## src/rtl/core_pkg.sv

```systemverilog
// Shared widths and the ID/EX control bundle for the 5-stage RV32 core.
package core_pkg;

    localparam int XLEN        = 32;
    localparam int REG_IDX_W   = 5;
    localparam int RESULTSRC_W = 2;
    localparam int ALUCTRL_W   = 3;

    typedef struct packed {
        logic                   regWrite;
        logic [RESULTSRC_W-1:0] resultSrc;
        logic                   memWrite;
        logic                   jump;
        logic                   branch;
        logic [ALUCTRL_W-1:0]   aluControl;
        logic                   aluSrc;
    } idExCtrl_t;

    localparam int CTRL_W = $bits(idExCtrl_t);

endpackage

```

## src/rtl/flopenrc.sv

```systemverilog
// Parameterized flop with synchronous reset, synchronous clear and load enable.
// Latency: 1 cycle from d to q.
// Backpressure: en low holds q; reset and clear override en.
module flopenrc #(
    parameter int WIDTH = 8
) (
    input  logic             clk,
    input  logic             reset,
    input  logic             clear,
    input  logic             en,
    input  logic [WIDTH-1:0] d,
    output logic [WIDTH-1:0] q
);

    always_ff @(posedge clk) begin
        if (reset) begin
            q <= '0;
        end else if (clear) begin
            q <= '0;
        end else if (en) begin
            q <= d;
        end
    end

endmodule

```

## src/rtl/register_id_ex_pipe.sv

```systemverilog
// ID->EX pipeline register; FlushE inserts a bubble. StallE exists only with ID_EX_STALL_EN.
// Latency: 1 cycle, no combinational input-to-output path.
// Backpressure: StallE (when compiled in) freezes all fields; FlushE overrides it.
module register_id_ex_pipe
    import core_pkg::*;
(
    input  logic                   clk,
    input  logic                   reset,
    input  logic                   FlushE,
`ifdef ID_EX_STALL_EN
    input  logic                   StallE,
`endif
    input  logic [XLEN-1:0]        PCD,
    input  logic [XLEN-1:0]        PCPlus4D,
    input  logic [XLEN-1:0]        RD1D,
    input  logic [XLEN-1:0]        RD2D,
    input  logic [XLEN-1:0]        ImmExtD,
    input  logic [REG_IDX_W-1:0]   Rs1D,
    input  logic [REG_IDX_W-1:0]   Rs2D,
    input  logic [REG_IDX_W-1:0]   RdD,
    input  logic                   RegWriteD,
    input  logic                   MemWriteD,
    input  logic                   JumpD,
    input  logic                   BranchD,
    input  logic                   ALUSrcD,
    input  logic [RESULTSRC_W-1:0] ResultSrcD,
    input  logic [ALUCTRL_W-1:0]   ALUControlD,
    output logic [XLEN-1:0]        PCE,
    output logic [XLEN-1:0]        PCPlus4E,
    output logic [XLEN-1:0]        RD1E,
    output logic [XLEN-1:0]        RD2E,
    output logic [XLEN-1:0]        ImmExtE,
    output logic [REG_IDX_W-1:0]   Rs1E,
    output logic [REG_IDX_W-1:0]   Rs2E,
    output logic [REG_IDX_W-1:0]   RdE,
    output logic                   RegWriteE,
    output logic                   MemWriteE,
    output logic                   JumpE,
    output logic                   BranchE,
    output logic                   ALUSrcE,
    output logic [RESULTSRC_W-1:0] ResultSrcE,
    output logic [ALUCTRL_W-1:0]   ALUControlE
);

    localparam int DATA_W = 5 * XLEN;
    localparam int IDX_W  = 3 * REG_IDX_W;

    logic              loadEn;
    logic [DATA_W-1:0] dataD, dataE;
    logic [IDX_W-1:0]  idxD, idxE;
    idExCtrl_t         ctrlD, ctrlE;

`ifdef ID_EX_STALL_EN
    assign loadEn = ~StallE;
`else
    assign loadEn = 1'b1;
`endif

    assign dataD = {PCD, PCPlus4D, RD1D, RD2D, ImmExtD};
    assign idxD  = {Rs1D, Rs2D, RdD};

    always_comb begin
        ctrlD            = '0;
        ctrlD.regWrite   = RegWriteD;
        ctrlD.resultSrc  = ResultSrcD;
        ctrlD.memWrite   = MemWriteD;
        ctrlD.jump       = JumpD;
        ctrlD.branch     = BranchD;
        ctrlD.aluControl = ALUControlD;
        ctrlD.aluSrc     = ALUSrcD;
    end

    flopenrc #(.WIDTH(DATA_W)) dataReg (
        .clk   (clk),
        .reset (reset),
        .clear (FlushE),
        .en    (loadEn),
        .d     (dataD),
        .q     (dataE)
    );

    flopenrc #(.WIDTH(IDX_W)) idxReg (
        .clk   (clk),
        .reset (reset),
        .clear (FlushE),
        .en    (loadEn),
        .d     (idxD),
        .q     (idxE)
    );

    // Clearing the control group is what turns a flushed slot into a NOP.
    flopenrc #(.WIDTH(CTRL_W)) ctrlReg (
        .clk   (clk),
        .reset (reset),
        .clear (FlushE),
        .en    (loadEn),
        .d     (ctrlD),
        .q     (ctrlE)
    );

    assign {PCE, PCPlus4E, RD1E, RD2E, ImmExtE} = dataE;
    assign {Rs1E, Rs2E, RdE}                    = idxE;

    assign RegWriteE   = ctrlE.regWrite;
    assign ResultSrcE  = ctrlE.resultSrc;
    assign MemWriteE   = ctrlE.memWrite;
    assign JumpE       = ctrlE.jump;
    assign BranchE     = ctrlE.branch;
    assign ALUControlE = ctrlE.aluControl;
    assign ALUSrcE     = ctrlE.aluSrc;

endmodule

```

## config.mk

```make
export PLATFORM = sky130hd
export DESIGN_NAME = register_id_ex_pipe
export DESIGN_NICKNAME = d
export VERILOG_FILES = /design/src/rtl/core_pkg.sv /design/src/rtl/flopenrc.sv /design/src/rtl/register_id_ex_pipe.sv
export SDC_FILE = /design/constraint.sdc
export NUM_CORES = 1
export LEC_CHECK = 0
export BUFFER_PORTS_ARGS = -buffer_cell sky130_fd_sc_hd__buf_2
export CORE_AREA = 2 2 143 145
export CTS_CLUSTER_DIAMETER = 80
export DETAILED_ROUTE_END_ITERATION = 12
export DIE_AREA = 0 0 145 147
export MAX_ROUTING_LAYER = met4
export PLACE_DENSITY_LB_ADDON = 0.2
export SYNTH_ARGS = -nofsm -noshare
export SYNTH_HDL_FRONTEND = slang
export SYNTH_SLANG_ARGS = --single-unit
```

## constraint.sdc

```tcl
create_clock -name clk -period 2.2 [get_ports clk]
set_clock_uncertainty 0.1 [all_clocks]
set_input_delay 0.33 -clock clk [delete_from_list [all_inputs] [get_ports clk]]
set_output_delay 0.33 -clock clk [all_outputs]
set_load 0.01 [all_outputs]
```

After elaboration in Yosys (flattened, before gate mapping)
Cells that the tools add are included.
{ "classes": {"n_reduce_logical": 1} }
{ "ops": {"columns": ["operator", "n"], "rows": [
  ["$reduce_or A2 Y1", 1]
]} }
{ "totals": {"regBits": 185, "inputBits": 188, "output_inout_bits": 185, "word_cells": 4} }

Logic depth before layout (Yosys ltp)
{ "logic_depth": {"ltp_word": 1, "mapped_depth": 4, "depth_no_buf": 1} }

By module
Synthesis repeated with hierarchy kept, for this count alone.
{ "unflattened": {"cells_unflattened": 601, "hier_area_um2": 6615.1} }
{ "modules_own_cells": {"columns": ["mod", "instances", "cells_per_inst", "area_per_inst_um2"], "rows": [
  ["flopenrc (dataReg)", 1, 517, 5690.5],
  ["flopenrc (idxReg)", 1, 50, 558.0],
  ["flopenrc (ctrlReg)", 1, 33, 362.8],
  ["register_id_ex_pipe", 1, 1, 3.8]
]} }

Worst setup path before layout
OpenSTA, ideal clock, no wires.
{ "synth_timing": {"path_type": "input -> register", "startpoint": "in reset", "endpoint": "reg dataReg.q[100]", "setup_time_ns": 0.072, "arrival_time_ns": 0.875, "t_required_ns": 2.028, "setup_slack_ns": 1.152, "path_stages": 4, "path_buffers": 3, "path_cell_list": "buf_2 -> buf_6 -> buf_6 -> nor3b_2"} }
{ "synth_via": {"elab_chain_len": 1} }
{ "synth_lines": {"columns": ["element", "line", "source"], "rows": [
  ["from (decl)", "register_id_ex_pipe.sv:8", "input logic reset,"],
  ["$reduce_or A2 Y1 (no line)", null, null],
  ["to (signal assigned)", "flopenrc.sv:17", "q <= '0;"],
  ["to (signal assigned)", "flopenrc.sv:19", "q <= '0;"],
  ["to (signal assigned)", "flopenrc.sv:21", "q <= d;"],
  ["to (decl)", "flopenrc.sv:12", "output logic [WIDTH-1:0] q"]
]} }
Every way passes these cells.
A chain may end at the register's enable or synchronous reset.

Worst setup path after layout
{ "layout_timing": {"startpoint": "reg dataReg.q[18]", "endpoint": "out ImmExtE[18]"} }
{ "layout_rtl": {"columns": ["element", "line", "source"], "rows": [
  ["to (decl)", "register_id_ex_pipe.sv:32", "output logic [XLEN-1:0] ImmExtE,"]
]} }
No word-level cell between the ends.

==> results list <==
- Data on the critical path arrives at its endpoint at 0.90 ns.
- The largest single stage delay on the critical path is 0.33 ns.
* Final number of hold-violating endpoints: 0
- The synthesized netlist devotes 0% of its cell area to compound gates.
* Logic gate share of total power: 9.8%
- Total CTS buffers: 17
- FILL cells: 1888
- After the flow finishes, the layout carries non-filler instances totaling 1060.
- Clock-pin slew was measured on the worst setup and hold paths at 0.07 ns.
- Die area: 21320 µm²
- The die is 145 µm wide.
- Category of the worst setup path capture point: primary output
- Leaving out fill and tap cells, the most frequent cell in the layout is buf_2.
- Aggregate negative setup slack: 0 ns
- Setup repair after global routing left no endpoint under its margin.
- Overall power after layout: 7.331 mW
* Post-synthesis instance area: 6272 µm²
- Total number of yosys warnings: 0
- The first TritonRoute pass finished after 4 iterations.
- The number of global-route vias before repair is 4589.
* Total buffers and inverters traversed by the critical path: 1
* Time the final worst path needs with I/O delays and setup: 1.330 ns
- Setup violations remaining at the end of the flow were counted as 0.
- In this run the count of I/O pins placed on the die edge is 373.
* Remaining antenna violation count after routing: 0
* Internal Pwr Total: 5.529 mW
* Cell with the largest stage delay on the worst path: dfxtp_1
- The routed design uses 8467 µm of met2 wire.
- Seq pwr share: 47.9%
- Hold path startpoint: RD2D[19]
* Sinks on the clock net: 185
- For this design the ratio of total power to cell area is 827.3 nW/µm².
* Net total in the final layout: 962
* Worst min-delay path class: in -> reg
- Counting every net in the synthesized netlist gives 600.
- In this run the number of cells on the critical path is 1.
- In this run the top signal layer used is met4.
* Area of the core region: 19840 µm²
- Mux share of post-synthesis cell area: 0%
- Measured against its own limit, the worst slew margin works out to 72.71%.
- Cells with a size suffix above 1 make up 72.05% of the layout.
* Wirelength, routed: 16080 µm
- Highest ir drop seen on vdd: 0.4882 mV
- After detailed routing, the number of vias per cell comes to 4.170.
- Height of the die: 147 µm
- Routed wire length per instance: 15.17 µm
* Highest achievable clock rate: 751.8 MHz
* Initial antenna violation count: 2
- Initial Utilization: 31.61%
- Gr usage total: 15.31%
- Commonest cells after routing, fill and taps aside: 370 x buf_2, 185 x dfxtp_1, 150 x nor3b_2
- Post CTS Setup Buffer Count: 0
- Across the run, the number of max-cap violations was 0.
- Counting distinct cell types in the post-synthesis netlist gives 5.
* Final-report max-slew violation count: 0
- For the worst setup path, the data required time is 1.77 ns.
- At the pin with the least slew margin, the transition time is 0.4093 ns.
- Highest fanout seen on the critical path: 1
* Clock Power Share: 42.3%
- Hold repair after CTS inserted 0 buffers.
* Post-route fraction of the period consumed by the critical path: 60.46%
* Residual DRC: 0
- Gate count after technology mapping: 412
- Wire segments on met3 add up to 1104 µm in the final route.
* First DRT Iteration DRCs: 109
* Total global routing overflow: 0
* Maximum number of pins on one net before global-route repair: 45
- Status: finished, final reports clean
* Cells on Worst Hold Path: 2
- After synthesis, the largest family of logic cells by area is simple AND/OR/NAND/NOR gates.
* Avg Synthesized Cell Area: 15.22 µm²
- The area growth from synthesis to layout is 41.29%.
- Number of vias after detailed routing: 4420
- Lkg Pwr: 4.125 nW
- Net switching share of the total power: 24.59%
- CP top delay family: flip-flops
- Type of element launching the critical path: flip-flop
- In this run the deepest clock path goes through 2 buffers.
- The number of gates resized after CTS was 0.
- The setup path with the least slack is of type reg -> out.
- Clock Root Buffer: clkbuf_16
- TritonCTS clock tree: yes
- The synthesized netlist devotes 0% of its cell area to XOR and XNOR gates.
* Cell Count Post-Placement: 1025
* Count of standard-cell rows: 52
* Routed length on met1: 6065 µm
* Start point of the critical path: dataReg.q[18]
- Synthesized flop and latch total: 185
- Sequential element share of the synthesized area: 59.05%
- CP Cell Sequence: buf_2
- Simple-gate share of the synthesized area: 34.11%
* HPWL Detailed: 12120 µm
- Port buffering added 372 buffers.
- Global-route wire length before repair: 24630 µm
- Summed over all nets, the switching power comes to 1.803 mW.
* Routability Congestion: 0.8017
- The clock tree synthesis step divided the H-tree into 4 levels.
- Post-synthesis adder-cell area fraction: 0%
-- logic make-up (layout without fill, tap and decap cells) --
kind of cell | after synthesis | count (layout)
other | 0 | 3
DFF | 185 | 185
buffers and inverters | 42 | 417
and+or+nand+nor | 185 | 185
-- cells in the mapped netlist, drive strengths merged --
master,number,share of area (%)
nor3b,185,34
buf,42,6.8
dfxtp,185,59
-- layer usage --
layer | up-vias | track usage [%]
met5 | - | -
met4 | 0 | 7.723
met3 | 32 | 5.000
met2 | 192 | 26.38
met1 | 2068 | 15.72
li1 | 2128 | -
-- registers in the layout (all words and copies together), names as in the netlist --
register and cells:
ctrlReg.q 10, idxReg.q 15, dataReg.q 160
-- final timing paths --
check / end / slack (ns)
worst max-delay path: ImmExtE[18] / 0.87
worst min-delay path: dataReg.q[51] / 0.03
-- layout make-up --
type                       count  area [µm²]  area share, %
multi-input combinational    185        2140          24.14
tap                          270       337.8          3.812
clock buffer                  19       452.9          5.111
sequential                   185        3704          41.79
antenna                        3       7.507        0.08471
clock inverter                13       143.9          1.624
timing repair buffer         385        2077          23.44
-- through the flow --
| step | util (%) | cell area (µm²) | setup WS [ns] | hold slack (ns) |
|---|---|---|---|---|
| global route | 44.65 | 8860 | 0.7885 | 0.01685 |
| global placement | 41.61 | 8258 | 0.8677 | 0.4659 |
| finish | 44.66 | 8862 | 0.8698 | 0.03333 |
| floorplan | - | 6272 | 1.152 | 0.3871 |
| CTS | 44.62 | 8855 | 0.8071 | 0.008691 |
| detailed placement | 41.61 | 8258 | 0.8177 | 0.4686 |
-- power by group through the flow --
stage               Combinational (mW)  Sequential, mW  Clock (mW)
finish                           0.720            3.51        3.10
global route                     0.778            3.52        3.34
CTS                              0.735            3.51        3.21
detailed placement               0.733            3.59           0
global placement                 0.719            3.59           0
floorplan                        0.345            3.67           0
No activity file was read; power rests on OpenSTA's default activity.
